## src/rtl/bp_pkg.sv

```systemverilog
// Shared branch-predictor definitions: counter encoding, update entry, training rule.
// Latency: none (types, constants and a pure function only).
// Backpressure: not applicable.
package bp_pkg;

  // Two-bit saturating counter states; the MSB is the taken prediction.
  localparam logic [1:0] SNT = 2'b00;
  localparam logic [1:0] WNT = 2'b01;
  localparam logic [1:0] WT  = 2'b10;
  localparam logic [1:0] ST  = 2'b11;

  // Index width of the predictor family's history tables.
  localparam int BP_INDEX_W = 4;

  // One resolved branch outcome waiting to train the table.
  typedef struct packed {
    logic [BP_INDEX_W-1:0] index;
    logic                  taken;
  } upd_entry_t;

  // Saturating training step: taken moves toward ST, not-taken toward SNT.
  function automatic logic [1:0] next_counter(input logic [1:0] state, input logic taken);
    logic [1:0] nxt;
    nxt = state;
    case (state)
      SNT:     nxt = taken ? WNT : SNT;
      WNT:     nxt = taken ? WT  : SNT;
      WT:      nxt = taken ? ST  : WNT;
      ST:      nxt = taken ? ST  : WT;
      default: nxt = state;
    endcase
    return nxt;
  endfunction

endpackage

```

## src/rtl/bht_upd_fifo.sv

```systemverilog
// Update queue for resolved branch outcomes; power-of-two depth, wrapping pointers.
// Latency: a pushed entry is visible at the head the cycle after the push.
// Backpressure: push ignored while full, pop ignored while empty; no pass-through when full.
module bht_upd_fifo #(
  parameter int DEPTH = 4,
  parameter int W     = 8
) (
  input  logic                     clk,
  input  logic                     rst,
  input  logic                     push,
  input  logic [W-1:0]             push_data,
  input  logic                     pop,
  output logic [W-1:0]             pop_data,
  output logic                     full,
  output logic                     empty,
  output logic [$clog2(DEPTH):0]   count
);

  localparam int PW = $clog2(DEPTH);
  localparam int CW = PW + 1;

  logic [W-1:0]  mem [DEPTH];
  logic [PW-1:0] wr_ptr;
  logic [PW-1:0] rd_ptr;
  logic          do_push;
  logic          do_pop;

  assign full     = (count == CW'(DEPTH));
  assign empty    = (count == '0);
  assign do_push  = push && !full;
  assign do_pop   = pop && !empty;
  assign pop_data = mem[rd_ptr];

  // Storage: write the tail slot on an accepted push.
  always_ff @(posedge clk or posedge rst) begin
    if (rst) begin
      for (int i = 0; i < DEPTH; i++) mem[i] <= '0;
    end else if (do_push) begin
      mem[wr_ptr] <= push_data;
    end
  end

  // Pointers and occupancy; simultaneous push and pop leave the count unchanged.
  always_ff @(posedge clk or posedge rst) begin
    if (rst) begin
      wr_ptr <= '0;
      rd_ptr <= '0;
      count  <= '0;
    end else begin
      if (do_push) wr_ptr <= wr_ptr + PW'(1);
      if (do_pop)  rd_ptr <= rd_ptr + PW'(1);
      case ({do_push, do_pop})
        2'b10:   count <= count + CW'(1);
        2'b01:   count <= count - CW'(1);
        default: count <= count;
      endcase
    end
  end

endmodule

```

## src/rtl/bht_arbiter.sv

```systemverilog
// Branch history table with one access slot shared by fetch lookups and queued updates.
// Latency: lookup response one cycle after grant; a queued update is applied in its grant cycle.
// Backpressure: lookup_ready drops when the queue is full or lookups have starved it; upd_ready = !full.
module bht_arbiter
  import bp_pkg::*;
#(
  parameter int INDEX_W    = BP_INDEX_W,
  parameter int UQ_DEPTH   = 4,
  parameter int STARVE_MAX = 3
) (
  input  logic                        clk,
  input  logic                        rst,
  input  logic                        lookup_valid,
  input  logic [INDEX_W-1:0]          lookup_index,
  output logic                        lookup_ready,
  output logic                        resp_valid,
  output logic                        resp_prediction,
  input  logic                        upd_valid,
  input  logic [INDEX_W-1:0]          upd_index,
  input  logic                        upd_taken,
  output logic                        upd_ready,
  output logic [$clog2(UQ_DEPTH):0]   uq_count
);

  localparam int ENTRIES = 1 << INDEX_W;
  localparam int SW      = (STARVE_MAX < 1) ? 1 : $clog2(STARVE_MAX + 1);

  logic [1:0]         ctr_tbl [ENTRIES];
  logic [SW-1:0]      starve_cnt;
  upd_entry_t         push_ent;
  upd_entry_t         head_ent;
  logic [INDEX_W-1:0] head_idx;
  logic               uq_full;
  logic               uq_empty;
  logic               force_upd;
  logic               grant_lookup;
  logic               grant_update;
  logic               enq;

  // INDEX_W is expected to match the package index width; the casts keep widths explicit.
  always_comb begin
    push_ent       = '0;
    push_ent.index = BP_INDEX_W'(upd_index);
    push_ent.taken = upd_taken;
  end

  assign head_idx = INDEX_W'(head_ent.index);

  // Slot arbitration depends only on registered queue/starvation state, never on lookup_valid.
  assign force_upd    = !uq_empty && (uq_full || (starve_cnt == SW'(STARVE_MAX)));
  assign lookup_ready = !force_upd;
  assign grant_lookup = lookup_valid && lookup_ready;
  assign grant_update = !uq_empty && !grant_lookup;
  assign upd_ready    = !uq_full;
  assign enq          = upd_valid && upd_ready;

  bht_upd_fifo #(
    .DEPTH (UQ_DEPTH),
    .W     ($bits(upd_entry_t))
  ) u_upd_fifo (
    .clk       (clk),
    .rst       (rst),
    .push      (enq),
    .push_data (push_ent),
    .pop       (grant_update),
    .pop_data  (head_ent),
    .full      (uq_full),
    .empty     (uq_empty),
    .count     (uq_count)
  );

  // Counter array: read-modify-write of the popped entry's counter in the update grant cycle.
  always_ff @(posedge clk or posedge rst) begin
    if (rst) begin
      for (int i = 0; i < ENTRIES; i++) ctr_tbl[i] <= SNT;
    end else if (grant_update) begin
      ctr_tbl[head_idx] <= next_counter(ctr_tbl[head_idx], head_ent.taken);
    end
  end

  // Lookup response: pulse valid after a grant; the prediction holds between responses.
  always_ff @(posedge clk or posedge rst) begin
    if (rst) begin
      resp_valid      <= 1'b0;
      resp_prediction <= 1'b0;
    end else begin
      resp_valid <= grant_lookup;
      if (grant_lookup) resp_prediction <= ctr_tbl[lookup_index][1];
    end
  end

  // Starvation guard: count lookups that win while updates wait; any drain or empty queue clears it.
  always_ff @(posedge clk or posedge rst) begin
    if (rst) begin
      starve_cnt <= '0;
    end else if (uq_empty || grant_update) begin
      starve_cnt <= '0;
    end else if (grant_lookup && (starve_cnt != SW'(STARVE_MAX))) begin
      starve_cnt <= starve_cnt + SW'(1);
    end
  end

endmodule

```

## config.mk

```make
export PLATFORM = sky130hd
export DESIGN_NAME = bht_arbiter
export DESIGN_NICKNAME = d
export VERILOG_FILES = /design/src/rtl/bp_pkg.sv /design/src/rtl/bht_upd_fifo.sv /design/src/rtl/bht_arbiter.sv
export SDC_FILE = /design/constraint.sdc
export NUM_CORES = 1
export LEC_CHECK = 0
export CAP_MARGIN = 10
export CORE_AREA = 2 2 63 95
export CTS_CLUSTER_SIZE = 8
export DETAILED_ROUTE_END_ITERATION = 16
export DIE_AREA = 0 0 65 97
export GPL_TIMING_DRIVEN = 0
export MAX_ROUTING_LAYER = met4
export PLACE_DENSITY_LB_ADDON = 0.2
export SLEW_MARGIN = 15
export SYNTH_ARGS = -nofsm -noshare
export SYNTH_HDL_FRONTEND = slang
export SYNTH_SLANG_ARGS = --single-unit
```

## constraint.sdc

```tcl
create_clock -name clk -period 3.2 [get_ports clk]
set_input_delay 0.48 -clock clk [delete_from_list [all_inputs] [get_ports clk]]
set_output_delay 0.48 -clock clk [all_outputs]
set_load 0.005 [all_outputs]
```

# Word level (Yosys, flattened, before mapping)
# Cells that the tools add are included.
[classes]
addsub = 5
magnitude_cmp = 6
eq_ne = 8
n_mux = 24
bitwise_logic = 4
n_reduce_logical = 19
[op_table]
columns = ["operator", "n"]
rows = [
  ["32-bit bitwise mux", 1],
  ["20-bit bitwise mux", 1],
  ["2-bit two-way mux", 10],
  ["2-bit binary-select mux with 4-bit select", 2],
  ["5-bit two-way mux", 3],
  ["5-bit binary-select mux with 2-bit select", 1],
  ["5-bit demux with 2-bit select", 1],
  ["5-bit >= comparator, second input constant", 2],
  ["4-bit inverter with 5-bit output", 2],
  ["1-bit logical AND", 9],
  ["2-bit demux with 4-bit select", 1],
  ["2-bit == test, second input constant", 4],
  ["2-bit one-hot mux with 4 select lines", 1],
  ["2-bit by 1-bit adder with 2-bit output, second input constant", 3],
  ["3-bit >= comparator, second input constant", 2],
  ["2-bit inverter with 3-bit output", 2],
  ["3-bit one-hot mux with 2 select lines", 1],
  ["5-bit by 1-bit less-than comparator with 1-bit output, second input constant", 1],
  ["2-bit by 1-bit == test with 1-bit output, second input constant", 2],
  ["1-bit logical NOT", 4],
  ["2-bit nonzero test", 2],
  ["3-bit by 1-bit adder with 3-bit output, second input constant", 1],
  ["3-bit == test, second input constant", 1],
  ["3-bit logical NOT", 1],
  ["other kinds (6)", 8],
]
[totals]
ff_bits = 63
output_inout_bits = 7

# Depth between registers and ports, before layout
[logic_depth]
depth_word = 12
depth_mapped = 11
depth_no_buf = 10

# By module
# A second synthesis with hierarchy kept.
[unflattened]
cells_unflattened = 232
hier_area_um2 = 3248.1
[modules_own_cells]
columns = ["mod", "instances", "cells_per_inst", "area_per_inst_um2", "seq_area_each_um2"]
rows = [
  ["bht_arbiter", 1, 144, 1968.1, 900.9],
  ["bht_upd_fifo", 1, 88, 1280.0, 675.6],
]

# Worst setup path after synthesis
# OpenSTA, ideal clock, no wires.
[synth_path]
kind = "flip-flop to flip-flop"
start = "register u_upd_fifo.rd_ptr[0]"
end = "register ctr_tbl[16] (netlist bit)"
setup_time_ns = 0.125
arrival_ns = 2.526
slack_ns = 0.550
stages_incl_launch_ff = 11
n_path_buf = 3
synth_period_minus_slack_ns = 2.650
path_cell_list = "dfrtp_1 > buf_6 > mux4_2 > buf_6 > or2_4 > o22ai_1 > nor2_1 > mux2_2 > maj3_2 > buf_6 > mux2_2"
[synth_via]
elab_chain_len = 12
elab_cells_between_ends = 22
[synth_rtl]
columns = ["element", "line", "text"]
rows = [
  ["start: declaration", "bht_upd_fifo.sv:24", "logic [PW-1:0] rd_ptr;"],
  ["start signal: assignment", "bht_upd_fifo.sv:51", "if (do_pop) rd_ptr <= rd_ptr + PW'(1);"],
  ["2-bit inverter with 3-bit output (implied by the code) *", "bht_upd_fifo.sv:32", "assign pop_data = mem[rd_ptr];"],
  ["5-bit binary-select mux with 2-bit select *", "bht_upd_fifo.sv:32", ""],
  ["5-bit two-way mux (implied by the code) * (2 in a row)", "bht_upd_fifo.sv:32", ""],
  ["4-bit inverter with 5-bit output (implied by the code)", "bht_arbiter.sv:77", "ctr_tbl[head_idx] <= next_counter(ctr_tbl[head_idx], head_ent.taken);"],
  ["2-bit binary-select mux with 4-bit select", "bht_arbiter.sv:77", ""],
  ["2-bit two-way mux (implied by the code) (2 in a row)", "bht_arbiter.sv:77", ""],
  ["2-bit == test (tied with other cells)", "bp_pkg.sv:25", "case (state)"],
  ["2-bit one-hot mux with 4 select lines", "bp_pkg.sv:25", ""],
  ["2-bit two-way mux", "bht_arbiter.sv:76", "end else if (grant_update) begin"],
  ["32-bit bitwise mux *", "bht_arbiter.sv:77", ""],
  ["end signal: indexed assignment", "bht_arbiter.sv:77", ""],
  ["end: declaration", "bht_arbiter.sv:28", "logic [1:0] ctr_tbl [ENTRIES];"],
]
# Mark *: on every way between the ends. The rest lies on a longest branch, timed or not. The select of a mux whose other input is x is not followed.
# A chain may end at the register's enable or synchronous reset.

# Worst setup path after layout
[layout_path]
start = "register u_upd_fifo.rd_ptr[1]"
end = "register ctr_tbl[5] (netlist bit)"
# The elaborated chain is that of the path after synthesis.

==> results.toml <==
[global_route]
grt_pass1_vias = 2157
grt_max_degree = 64
grt_first_pass_wirelength_um = 10700
grt-ovfl-total = 0
antenna_found_initial = 0
grt_usage_pct = 23.3

[sta]
setup_viol_count_final = 0
rsz0062_at_grt = "no"
maxSlewViolCount = 0
worst_clock_skew_ns = 0.00853
max_slew_margin_pct = 49.1
finalCritPeriodShare_pct = 92.5
hold_violations = 0
fin_tns_setup_ns = 0
max_freq_mhz = 338
worst_pin_slew_ns = 0.763
min_period_ns = 2.96

[setup_path]
crit_path_end_kind = "flip-flop"
arrival_ns = 3.18
crit_path_start_kind = "flip-flop"
r2r-start = "u_upd_fifo.rd_ptr[1]$_DFFE_PP0P_"
path_class = "flip-flop to flip-flop"
crit_path_cell_trace = "clkbuf_1 -> mux4_2 -> buf_4 -> mux2i_1 -> o22ai_1 -> nor2_1 -> mux2i_1 -> maj3_2 -> clkbuf_1 -> mux2_2"
critPathSlowestCell = "maj3_2"
crit_start = "u_upd_fifo.rd_ptr[1]$_DFFE_PP0P_"
path_max_fanout = 10
worstPathRequired_ns = 3.42
critPathMaxStageDelay_ns = 0.39
rrSetupSlack_ns = 0.24

[synth]
ys.warnings.count = 0
synthMuxAreaShare_pct = 32.3
synth_adder_area_share_pct = 3.71
syn_nets = 261
synth_top_family_by_area = "multiplexers"
avgSynthCellArea_um2 = 13.1
synth.distinct_cells = 27
synth_xor_area_share_pct = 1.66
seq_area_frac_synth_pct = 49.8
synthCells = 241
synth_compound_area_share_pct = 1.90
ys_seq_elements = 63
synthesis.area_um2 = 3170
yosys.area_share.simple_pct = 7.74

[route]
drt-initial-drc-count = 150
wl_per_cell_um = 17.5
routed-via-count = 1947
viasPerCell = 5.64
ant_nets = 0
route.detailed.drc = 0
routed_wl_um = 6040
first_pass_iters = 4

[cts]
clock-sinks = 63
cts_root_buf = "clkbuf_8"
post_cts_resized = 0
worstSkewPairLatency_ns = 0.34
cts_max_path_buffers = 2
ctsHtreeMaxLevel = 3
cts_tree = "done"
cts_hold_buffers = 0
cts_setup_buffers = 0
path_clk_slew_ns = 0.07
cts-buffers-inserted = 9

[finish]
area.growth.synth_to_final_pct = 15.5
fillers = 404
fin_nets = 291
final_cell_mix = "dfrtp_1, mux2_2, mux2i_1, clkdlybuf4s50_1, nand2_1"
drive_gt1_share_pct = 32.4
final_common_cell = "dfrtp_1"
antenna_cells = 0
multi_input_area_um2 = 1500
register_area_um2 = 1580

[placed_design]
numPortBuffers = 19
hpwl_um = 4390
gp_congestion = 0.886

[die]
coreArea_um2 = 5410
die_area_um2 = 6310
io_pins = 20
die_h_um = 97
start_util_pct = 58.5
num_rows = 33
die_w_um = 65

[status]
outcome = "finished clean"

[flow_run]
max_cap_violations = 0

[worst_hold_path]
hold_path.class = "flip-flop to flip-flop"
hp-start = "starve_cnt[0]$_DFFE_PP0P_"
==> area by class of cell <==
| type | count | share of cell area (%) |
|---|---|---|
| plain buffers | 9 | 1.68 |
| clock buffers | 11 | 3.86 |
| clock inverters | 4 | 1.92 |
| inverters | 8 | 0.889 |
| multi-input cells | 161 | 41.0 |
| flip-flops and latches | 63 | 43.1 |
| well taps | 70 | 2.39 |
| repair buffers | 19 | 5.20 |
==> worst max-delay path, delay by kind of cell (launching register included) <==
kind	cells	cell delay, ns
multiplexers	4	1.05
buffers and inverters	3	0.81
AND/OR/NAND/NOR	1	0.15
adder cells (fa/ha/maj)	1	0.39
AO/OA/AOI/OAI	1	0.13
flip-flops	1	0.32
==> cells in the mapped netlist, drive strengths merged <==
cell type  instances  area [um^2]
a21oi              1         5.00
and2               3         18.8
buf                5         46.3
clkbuf             4         15.0
dfrtp             63         1580
fa                 1         20.0
ha                 6         75.1
inv                8         30.0
maj3               2         22.5
mux2              54          608
mux2i             19          190
mux4              10          225
nand2             17         63.8
nand2b             4         25.0
nand3              2         10.0
nor2              16         60.1
nor2b              3         18.8
nor3               4         20.0
nor3b              1         7.51
o21ai              1         5.00
o22ai              8         50.1
or2                3         21.3
xnor2              4         35.0
xor2               2         17.5
==> metal layers <==
layer / vias to the layer above / part of all wire, % / track usage (%)
li1: 918 / - / -
met1: 977 / 40 / 27.6
met2: 38 / 56 / 38.5
met3: 14 / 2.6 / 5.23
met4: 0 / 1.9 / 8.67
met5: - / 0 / -
==> per-stage QoR <==
step	hold WS, ns	util [%]	cell area [um^2]	setup slack, ns	instances
global placement	0.423	63.7	3440	0.105	330
global route	0.463	67.6	3660	0.0234	345
floorplan	0.409	-	3170	0.550	241
finish	0.435	67.6	3660	0.239	345
CTS	0.442	67.6	3660	0.232	345
detailed placement	0.429	63.7	3450	0.241	330
==> cell families after synthesis <==
logic type | Yosys count
simple gates | 53
flops | 63
mux | 83
buf+inv | 17
compound gates | 10
xor+xnor | 6
fa+ha+maj | 9
==> sequential cells by signal, indices dropped and copies added, names as in the netlist <==
| name | flops |
|---|---|
| u_upd_fifo.mem | 20 |
| ctr_tbl | 32 |
| u_upd_fifo.wr_ptr | 2 |
| starve_cnt | 2 |
| resp_valid | 1 |
| u_upd_fifo.rd_ptr | 2 |
| resp_prediction | 1 |
| u_upd_fifo.count | 3 |
==> path summary, 6_finish.rpt <==
check	endpoint	depth (start not counted)
setup / recovery	ctr_tbl[5]$_DFFE_PP0P_	10
hold / removal	starve_cnt[0]$_DFFE_PP0P_	1
setup reg to reg	ctr_tbl[5]$_DFFE_PP0P_	10
hold reg to reg	starve_cnt[0]$_DFFE_PP0P_	1
max in group asynchronous	starve_cnt[1]$_DFFE_PP0P_	2
min in group asynchronous	u_upd_fifo.count[0]$_DFFE_PP0P_	2
Power is left out: the tool's default activity adds up to more than one toggle a clock period on the data nets, which glitch-free logic cannot reach.
